`src/rtl/sd_init_fsm_pkg.sv`:
```
// Shared types and constants for the SD card identification sequencer.
// Holds the step/state enums, command indices, CMD8 argument and error codes.
package sd_pkg;

    typedef enum logic [2:0] {
        S_CMD0,
        S_CMD8,
        S_CMD55,
        S_ACMD41,
        S_CMD2,
        S_CMD3,
        S_CMD7
    } step_t;

    typedef enum logic [2:0] {
        IDLE,
        ISSUE,
        WAIT,
        DONE,
        ERROR
    } state_t;

    localparam logic [5:0] CMD0   = 6'd0;
    localparam logic [5:0] CMD2   = 6'd2;
    localparam logic [5:0] CMD3   = 6'd3;
    localparam logic [5:0] CMD7   = 6'd7;
    localparam logic [5:0] CMD8   = 6'd8;
    localparam logic [5:0] CMD55  = 6'd55;
    localparam logic [5:0] ACMD41 = 6'd41;

    localparam logic [31:0] CMD8_ARG = 32'h0000_01AA;

    localparam logic [2:0] ERR_NONE    = 3'd0;
    localparam logic [2:0] ERR_TIMEOUT = 3'd1;
    localparam logic [2:0] ERR_CRC     = 3'd2;
    localparam logic [2:0] ERR_ECHO    = 3'd3;
    localparam logic [2:0] ERR_ACMD41  = 3'd4;

    function automatic logic [5:0] cmd_index(step_t s);
        case (s)
            S_CMD0:   return CMD0;
            S_CMD8:   return CMD8;
            S_CMD55:  return CMD55;
            S_ACMD41: return ACMD41;
            S_CMD2:   return CMD2;
            S_CMD3:   return CMD3;
            S_CMD7:   return CMD7;
            default:  return CMD0;
        endcase
    endfunction

endpackage

```
`src/rtl/sd_init_fsm_if.sv`:
```
// Bundle between the init sequencer, the SD transceiver and the data-path controller.
// master = sequencer side, slave = transceiver/controller side.
interface sd_init_fsm_if;
    logic        istart;
    logic        ostart;
    logic        osel_clk;
    logic [5:0]  ocmd_index;
    logic [31:0] ocmd_arg;
    logic [31:0] iresp;
    logic        icrc_fail;
    logic        ivalid;
    logic        obusy;
    logic        odone;
    logic        oerror;
    logic [2:0]  oerr_code;
    logic [15:0] orca;
    logic        ohcs;

    modport master (
        input  istart, iresp, icrc_fail, ivalid,
        output ostart, osel_clk, ocmd_index, ocmd_arg,
               obusy, odone, oerror, oerr_code, orca, ohcs
    );

    modport slave (
        output istart, iresp, icrc_fail, ivalid,
        input  ostart, osel_clk, ocmd_index, ocmd_arg,
               obusy, odone, oerror, oerr_code, orca, ohcs
    );
endinterface

```
`src/rtl/sd_init_fsm_timer.sv`:
```
// Loadable up-counter with a terminal-count flag; holds at the terminal value.
// Shared by the CMD0 settle wait and the response timeout.
module sd_timer #(
    parameter int WIDTH = 12
) (
    input  logic             i_clk,
    input  logic             i_rst_n,
    input  logic             i_clear,
    input  logic             i_en,
    input  logic [WIDTH-1:0] i_terminal,
    output logic             o_tc
);
    logic [WIDTH-1:0] r_count;

    assign o_tc = (r_count == i_terminal);

    always_ff @(posedge i_clk or negedge i_rst_n) begin
        if (!i_rst_n) begin
            r_count <= '0;
        end else if (i_clear) begin
            r_count <= '0;
        end else if (i_en && !o_tc) begin
            r_count <= r_count + 1'b1;
        end
    end
endmodule

```
`src/rtl/sd_init_fsm.sv`:
```
// SD card identification sequencer: CMD0, CMD8, CMD55/ACMD41 loop, CMD2, CMD3, CMD7.
// Optional macro SD_INIT_RETRY_EN: up to 3 re-issues of a step on timeout or CRC error.
module sd_init_fsm
    import sd_pkg::*;
#(
    parameter int          RESP_TIMEOUT = 4096,
    parameter int          CMD0_WAIT    = 64,
    parameter int          ACMD41_TRIES = 1000,
    parameter logic [31:0] ACMD41_ARG   = 32'h40FF_8000
) (
    input logic          iclk,
    input logic          irst,
    sd_init_fsm_if.master bus
);
    localparam int TIMER_W = (RESP_TIMEOUT > 1) ? $clog2(RESP_TIMEOUT) : 1;
    localparam int TRY_W   = (ACMD41_TRIES > 1) ? $clog2(ACMD41_TRIES) : 1;

    state_t              r_state;
    step_t               r_step;
    logic                r_ostart;
    logic                r_sel_clk;
    logic [5:0]          r_cmd_index;
    logic [31:0]         r_cmd_arg;
    logic                r_busy;
    logic                r_done;
    logic                r_error;
    logic [2:0]          r_err_code;
    logic [15:0]         r_rca;
    logic                r_hcs;
    logic [TRY_W-1:0]    r_try;

    logic                w_tc;
    logic [TIMER_W-1:0]  w_terminal;
    logic                w_start;
    logic                w_issue;
    step_t               w_next_step;
    logic [31:0]         w_next_arg;
    logic                w_fail;
    logic [2:0]          w_code;
    logic                w_done;
    logic                w_try_inc;
    logic                w_latch_rca;
    logic                w_latch_hcs;
    logic [15:0]         w_rca_next;
`ifdef SD_INIT_RETRY_EN
    logic [1:0]          r_retry;
    logic                w_retry;
`endif

    assign w_terminal = (r_step == S_CMD0) ? TIMER_W'(CMD0_WAIT - 1)
                                           : TIMER_W'(RESP_TIMEOUT - 1);

    sd_timer #(.WIDTH(TIMER_W)) u_timer (
        .i_clk      (iclk),
        .i_rst_n    (irst),
        .i_clear    (r_state == ISSUE),
        .i_en       (r_state == WAIT),
        .i_terminal (w_terminal),
        .o_tc       (w_tc)
    );

    // Decide this cycle's transition; a response arriving on the timeout cycle wins.
    always_comb begin
        w_start     = 1'b0;
        w_issue     = 1'b0;
        w_next_step = r_step;
        w_fail      = 1'b0;
        w_code      = ERR_NONE;
        w_done      = 1'b0;
        w_try_inc   = 1'b0;
        w_latch_rca = 1'b0;
        w_latch_hcs = 1'b0;
`ifdef SD_INIT_RETRY_EN
        w_retry     = 1'b0;
`endif
        case (r_state)
            IDLE, DONE, ERROR: begin
                if (bus.istart) begin
                    w_start     = 1'b1;
                    w_issue     = 1'b1;
                    w_next_step = S_CMD0;
                end
            end
            WAIT: begin
                if (r_step == S_CMD0) begin
                    if (w_tc) begin
                        w_issue     = 1'b1;
                        w_next_step = S_CMD8;
                    end
                end else if (bus.ivalid) begin
                    if (bus.icrc_fail && r_step != S_CMD2 && r_step != S_ACMD41) begin
                        w_fail = 1'b1;
                        w_code = ERR_CRC;
                    end else begin
                        case (r_step)
                            S_CMD8: begin
                                if (bus.iresp[11:0] != 12'h1AA) begin
                                    w_fail = 1'b1;
                                    w_code = ERR_ECHO;
                                end else begin
                                    w_issue     = 1'b1;
                                    w_next_step = S_CMD55;
                                end
                            end
                            S_CMD55: begin
                                w_issue     = 1'b1;
                                w_next_step = S_ACMD41;
                            end
                            S_ACMD41: begin
                                if (bus.iresp[31]) begin
                                    w_latch_hcs = 1'b1;
                                    w_issue     = 1'b1;
                                    w_next_step = S_CMD2;
                                end else if (r_try == TRY_W'(ACMD41_TRIES - 1)) begin
                                    w_fail = 1'b1;
                                    w_code = ERR_ACMD41;
                                end else begin
                                    w_try_inc   = 1'b1;
                                    w_issue     = 1'b1;
                                    w_next_step = S_CMD55;
                                end
                            end
                            S_CMD2: begin
                                w_issue     = 1'b1;
                                w_next_step = S_CMD3;
                            end
                            S_CMD3: begin
                                w_latch_rca = 1'b1;
                                w_issue     = 1'b1;
                                w_next_step = S_CMD7;
                            end
                            S_CMD7: w_done = 1'b1;
                            default: ;
                        endcase
                    end
                end else if (w_tc) begin
                    w_fail = 1'b1;
                    w_code = ERR_TIMEOUT;
                end
            end
            default: ;
        endcase
`ifdef SD_INIT_RETRY_EN
        if (w_fail && (w_code == ERR_TIMEOUT || w_code == ERR_CRC) && r_retry != 2'd3) begin
            w_fail  = 1'b0;
            w_retry = 1'b1;
            w_issue = 1'b1;
        end
`endif
    end

    assign w_rca_next = w_latch_rca ? bus.iresp[31:16] : r_rca;

    always_comb begin
        case (w_next_step)
            S_CMD8:   w_next_arg = CMD8_ARG;
            S_CMD55:  w_next_arg = {r_rca, 16'h0};
            S_ACMD41: w_next_arg = ACMD41_ARG;
            S_CMD7:   w_next_arg = {w_rca_next, 16'h0};
            default:  w_next_arg = 32'h0;
        endcase
    end

    always_ff @(posedge iclk or negedge irst) begin
        if (!irst) begin
            r_state     <= IDLE;
            r_step      <= S_CMD0;
            r_ostart    <= 1'b0;
            r_sel_clk   <= 1'b0;
            r_cmd_index <= '0;
            r_cmd_arg   <= '0;
            r_busy      <= 1'b0;
            r_done      <= 1'b0;
            r_error     <= 1'b0;
            r_err_code  <= ERR_NONE;
            r_rca       <= '0;
            r_hcs       <= 1'b0;
            r_try       <= '0;
        end else begin
            r_ostart <= w_issue;
            if (w_start) begin
                r_sel_clk  <= 1'b0;
                r_done     <= 1'b0;
                r_error    <= 1'b0;
                r_err_code <= ERR_NONE;
                r_rca      <= '0;
                r_hcs      <= 1'b0;
                r_try      <= '0;
            end
            if (w_issue) begin
                r_state     <= ISSUE;
                r_step      <= w_next_step;
                r_cmd_index <= cmd_index(w_next_step);
                r_cmd_arg   <= w_next_arg;
                r_busy      <= 1'b1;
            end else if (w_fail) begin
                r_state    <= ERROR;
                r_busy     <= 1'b0;
                r_error    <= 1'b1;
                r_err_code <= w_code;
            end else if (w_done) begin
                r_state   <= DONE;
                r_busy    <= 1'b0;
                r_done    <= 1'b1;
                r_sel_clk <= 1'b1;
            end else if (r_state == ISSUE) begin
                r_state <= WAIT;
            end
            if (w_latch_rca) begin
                r_rca <= bus.iresp[31:16];
            end
            if (w_latch_hcs) begin
                r_hcs <= bus.iresp[30];
            end
            if (w_try_inc) begin
                r_try <= r_try + 1'b1;
            end
        end
    end

`ifdef SD_INIT_RETRY_EN
    // Retry budget is per step: any forward step (or a fresh start) refills it.
    always_ff @(posedge iclk or negedge irst) begin
        if (!irst) begin
            r_retry <= 2'd0;
        end else if (w_retry) begin
            r_retry <= r_retry + 2'd1;
        end else if (w_issue) begin
            r_retry <= 2'd0;
        end
    end
`endif

    assign bus.ostart     = r_ostart;
    assign bus.osel_clk   = r_sel_clk;
    assign bus.ocmd_index = r_cmd_index;
    assign bus.ocmd_arg   = r_cmd_arg;
    assign bus.obusy      = r_busy;
    assign bus.odone      = r_done;
    assign bus.oerror     = r_error;
    assign bus.oerr_code  = r_err_code;
    assign bus.orca       = r_rca;
    assign bus.ohcs       = r_hcs;
endmodule

```
`src/flat_wrapper.sv`:
```
// flat-port wrapper written by rule: the top's interface ports become plain ports
module sd_init_fsm_flat import sd_pkg::*;
#(
    parameter int          RESP_TIMEOUT = 4096,
    parameter int          CMD0_WAIT    = 64,
    parameter int          ACMD41_TRIES = 1000,
    parameter logic [31:0] ACMD41_ARG   = 32'h40FF_8000
)
  (iclk, irst, bus_istart, bus_iresp, bus_icrc_fail, bus_ivalid, bus_ostart, bus_osel_clk, bus_ocmd_index, bus_ocmd_arg, bus_obusy, bus_odone, bus_oerror, bus_oerr_code, bus_orca, bus_ohcs);
  sd_init_fsm_if bus_i ();
  input logic iclk;
  input logic irst;
  input wire logic [$bits(bus_i.istart)-1:0] bus_istart;
  input wire logic [$bits(bus_i.iresp)-1:0] bus_iresp;
  input wire logic [$bits(bus_i.icrc_fail)-1:0] bus_icrc_fail;
  input wire logic [$bits(bus_i.ivalid)-1:0] bus_ivalid;
  output wire logic [$bits(bus_i.ostart)-1:0] bus_ostart;
  output wire logic [$bits(bus_i.osel_clk)-1:0] bus_osel_clk;
  output wire logic [$bits(bus_i.ocmd_index)-1:0] bus_ocmd_index;
  output wire logic [$bits(bus_i.ocmd_arg)-1:0] bus_ocmd_arg;
  output wire logic [$bits(bus_i.obusy)-1:0] bus_obusy;
  output wire logic [$bits(bus_i.odone)-1:0] bus_odone;
  output wire logic [$bits(bus_i.oerror)-1:0] bus_oerror;
  output wire logic [$bits(bus_i.oerr_code)-1:0] bus_oerr_code;
  output wire logic [$bits(bus_i.orca)-1:0] bus_orca;
  output wire logic [$bits(bus_i.ohcs)-1:0] bus_ohcs;
  assign bus_i.istart = bus_istart;
  assign bus_i.iresp = bus_iresp;
  assign bus_i.icrc_fail = bus_icrc_fail;
  assign bus_i.ivalid = bus_ivalid;
  assign bus_ostart = bus_i.ostart;
  assign bus_osel_clk = bus_i.osel_clk;
  assign bus_ocmd_index = bus_i.ocmd_index;
  assign bus_ocmd_arg = bus_i.ocmd_arg;
  assign bus_obusy = bus_i.obusy;
  assign bus_odone = bus_i.odone;
  assign bus_oerror = bus_i.oerror;
  assign bus_oerr_code = bus_i.oerr_code;
  assign bus_orca = bus_i.orca;
  assign bus_ohcs = bus_i.ohcs;
  sd_init_fsm #(.RESP_TIMEOUT(RESP_TIMEOUT), .CMD0_WAIT(CMD0_WAIT), .ACMD41_TRIES(ACMD41_TRIES), .ACMD41_ARG(ACMD41_ARG)) u_core (.iclk(iclk), .irst(irst), .bus(bus_i));
endmodule
```
`config.mk`:
```
export PLATFORM = sky130hd
export DESIGN_NAME = sd_init_fsm_flat
export DESIGN_NICKNAME = d
export VERILOG_FILES = /design/src/rtl/sd_init_fsm_pkg.sv /design/src/rtl/sd_init_fsm_if.sv /design/src/rtl/sd_init_fsm_timer.sv /design/src/rtl/sd_init_fsm.sv /design/src/flat_wrapper.sv
export SDC_FILE = /design/constraint.sdc
export NUM_CORES = 1
export LEC_CHECK = 0
export CAP_MARGIN = 20
export CORE_MARGIN = 4
export CORE_UTILIZATION = 45
export CTS_BUF_LIST = sky130_fd_sc_hd__clkbuf_8 sky130_fd_sc_hd__clkbuf_16
export DETAILED_ROUTE_END_ITERATION = 10
export GPL_TIMING_DRIVEN = 1
export PLACE_DENSITY = 0.74
export SLEW_MARGIN = 20
export SYNTH_ARGS = -nofsm -noshare
export SYNTH_HDL_FRONTEND = slang
export SYNTH_SLANG_ARGS = --single-unit
```
`constraint.sdc`:
```
create_clock -name iclk -period 5.3 [get_ports iclk]
set_clock_uncertainty 0.05 [all_clocks]
set_input_delay 0.795 -clock iclk [delete_from_list [all_inputs] [get_ports iclk]]
set_output_delay 0.795 -clock iclk [all_outputs]
set_load 0.005 [all_outputs]
```
==> impl_results.md <==
* Drt total wl at 10200 um
* CTS max path bufs at 2
* ANT nets after route at 0
* Fillers at 782
* Post-synth top area share at 0.462
* Slew @ Worst Pin at 0.964 ns
* Synth top area cells: dfrtp_1 46%, nand2_1 5.4%, o2bb2ai_1 3.4%
* Sw Pwr at 912 uW
* Largest net degree at the start of global routing at 78
* Post-route insts no fill at 610
* Vias in the first global route at 3406
* Area Overhead vs Synth at 23.6%
* Io pins at 100
* Top FF cell, synth: dfrtp_1
* First-pass GRT wire length at 16900 um
* TritonRoute pass-1 iters at 4
* Internal at 1360 uW
* Setup violations, final at 0
* Max-cap viol count at 0
* Design Power at 2270 uW
* Antenna violations before repair at 0
* Final Hold Vio Count at 0
* Post-synthesis sequential area ratio at 0.462
* HPWL after detailed placement at 7140 um
* Gr ovfl total at 0
* CTS root buffer: clkbuf_8
* Setup_tns at 0 ns
* Wire length per cell after detailed routing at 16.7 um
* Max VDD drop at 0.206 mV
* Mapped Cells at 432
* Post-Syn Area at 0.00417 mm^2
* Core area at 0.00885 mm^2
* CP Capture Type: flip-flop
* Rel. slew slack at 0.356
* CP Max Fanout at 18
* Final GP Congestion at 0.866
* Hold_buf cts at 0
* Post-synth ARST share at 1.00
* Port-buffer cells at 85
* Status: finished clean
* Synth Warn # at 0
* Comb pwr share at 0.448
* Library cells used by synthesis at 70
* Clock sink count at 77
* CP startpoint kind: input pin
* Unrepaired setup endpoints after global routing: no
* Share of layout cells above drive strength 1 at 0.0857
* Depth of the CTS H-tree at 3
* Via/cell ratio at 5.78
* Placed cell count at 594
* Setup WS post-layout at 1.89 ns
* Die width at 104 um
* Area of the multi-input gates at 0.00202 mm^2
* Syn_area_per_cell at 9.65 um^2
* DR iter-0 viols at 262
* Initial Util at 0.471
* CTS tree: yes
* Chip height at 104 um
* Diodes inserted at 0
* PwrDens at 441 mW/mm^2
* Min Clock Period, post-route at 3.41 ns
* Clock latency on the worst-skew pair at 0.36 ns
* Seq pwr share at 0.368
* Setup slack at placement at 1.53 ns
* Clk pwr share at 0.183
* Leak pwr at 0.00216 uW
* Row count at 34
* CP Class: input pin to flip-flop
* All-Layer GR Usage at 0.188
* Fmax at 0.293 GHz
* Worst hold path type: flip-flop to flip-flop
* Nets at 537
* Drt drc at 0
* CP Data Required Time at 5.53 ns
* Max-slew violations at 0
* Clk pin slew, worst setup/hold paths at 0.08 ns
* PostCTS Resize Cnt at 0
* Fin crit share at 0.643
* Post-CTS Setup Inserts at 0
* Die area at 0.0109 mm^2
* Switching share of total power at 0.401
* Commonest cells post-synth: 77 x dfrtp_1, 60 x nand2_1, 25 x a21oi_1, 25 x nor2_1, 20 x nand3_1
* Vias post-DR at 3523
* Post-synth EDFFs at 0
* Most common cell in the netlist: dfrtp_1
* Number of synthesized register bits at 77
* Register Area at 0.00193 mm^2
* Arrival @ worst endpoint at 3.64 ns
* CTS buffer count at 9
* Largest area contributor in the netlist: dfrtp_1
==> flip-flops by register name, summed over array words and instances, names as in the netlist <==
signal,count
u_core.bus.oerr_code,3
u_core.bus.ohcs,1
u_core.u_timer.r_count,12
u_core.r_step,3
u_core.bus.ostart,1
u_core.bus.orca,16
u_core.bus.osel_clk,1
u_core.bus.odone,1
u_core.bus.obusy,1
u_core.bus.oerror,1
u_core.r_state,3
u_core.bus.ocmd_arg,18
u_core.r_try,10
u_core.bus.ocmd_index,6
==> cells in the final DEF, fill, tap and decap left out, types with 7 or more instances in the layout <==
cell	count
a21oi_1	25
a221oi_1	10
clkbuf_8	9
clkdlybuf4s50_1	84
conb_1	10
dfrtp_1	77
inv_1	7
mux2i_1	10
nand2_1	60
nand2b_1	7
nand3_1	20
nand4_1	7
nor2_1	25
o21ai_0	15
o2bb2ai_1	16
xnor2_1	10
==> worst max-delay path: stages <==
cell,delay [ns]
clkdlybuf4s50_1,0.50
and4bb_2,0.45
nand3_1,0.65
a311oi_2,0.86
a221oi_1,0.21
o2bb2ai_1,0.17
==> power by group through the flow <==
stage	logic (uW)	clock network, uW	registers [uW]
after floorplan	728	0	786
after global placement	998	0	842
after detailed placement	1020	0	846
after CTS	1020	424	836
after global routing	1120	454	860
final	1020	416	838
==> metal layers <==
metal  GRT usage  vias to the layer above  part of all wire
li1            -                     1692                 -
met1       0.250                     1714              0.44
met2       0.310                      107              0.49
met3      0.0466                       10             0.057
met4      0.0437                        0            0.0095
met5           0                        -                 0
==> area by class of cell <==
cell class | count | area share
Multi-Input combinational cell | 314 | 0.392
Sequential cell | 77 | 0.374
Timing Repair Buffer | 87 | 0.167
Tap cell | 108 | 0.0262
Clock buffer | 9 | 0.0240
Clock inverter | 7 | 0.0112
Inverter | 8 | 0.00583
==> kinds of logic after synthesis <==
group | after synthesis | synth area share
compound gates | 113 | 0.210
xor+xnor | 12 | 0.0252
fa+ha+maj | 3 | 0.00900
buf+inv | 50 | 0.0630
flops | 77 | 0.462
mux | 12 | 0.0294
other cells | 1 | 0.000899
simple gates | 164 | 0.200
==> stage by stage <==
| stage | hold slack (ns) | util | cell area (um^2) |
|---|---|---|---|
| floorplan | 0.387 | - | 4200 |
| global placement | 0.405 | 0.562 | 4970 |
| detailed placement | 0.414 | 0.562 | 4970 |
| CTS | 0.432 | 0.583 | 5150 |
| global route | 0.458 | 0.583 | 5150 |
| finish | 0.424 | 0.583 | 5150 |
==> path summary, 6_finish.rpt <==
path / start / endpoint / slack, ns / cells after the start
setup / recovery: bus_ivalid / u_core.bus.ocmd_arg[30]$_DFFE_PN0P_ / 1.89 / 6
hold / removal: u_core.bus.odone$_DFF_PN0_ / u_core.bus.odone$_DFF_PN0_ / 0.42 / 2
setup reg to reg: u_core.r_step[1]$_DFFE_PN0P_ / u_core.bus.ocmd_arg[30]$_DFFE_PN0P_ / 2.00 / 8
hold reg to reg: u_core.bus.odone$_DFF_PN0_ / u_core.bus.odone$_DFF_PN0_ / 0.42 / 2
max in group asynchronous: irst / u_core.u_timer.r_count[10]$_DFFE_PN0P_ / 4.04 / 1
min in group asynchronous: irst / u_core.u_timer.r_count[1]$_DFFE_PN0P_ / 0.54 / 1
(Power assumes the default switching activity.)
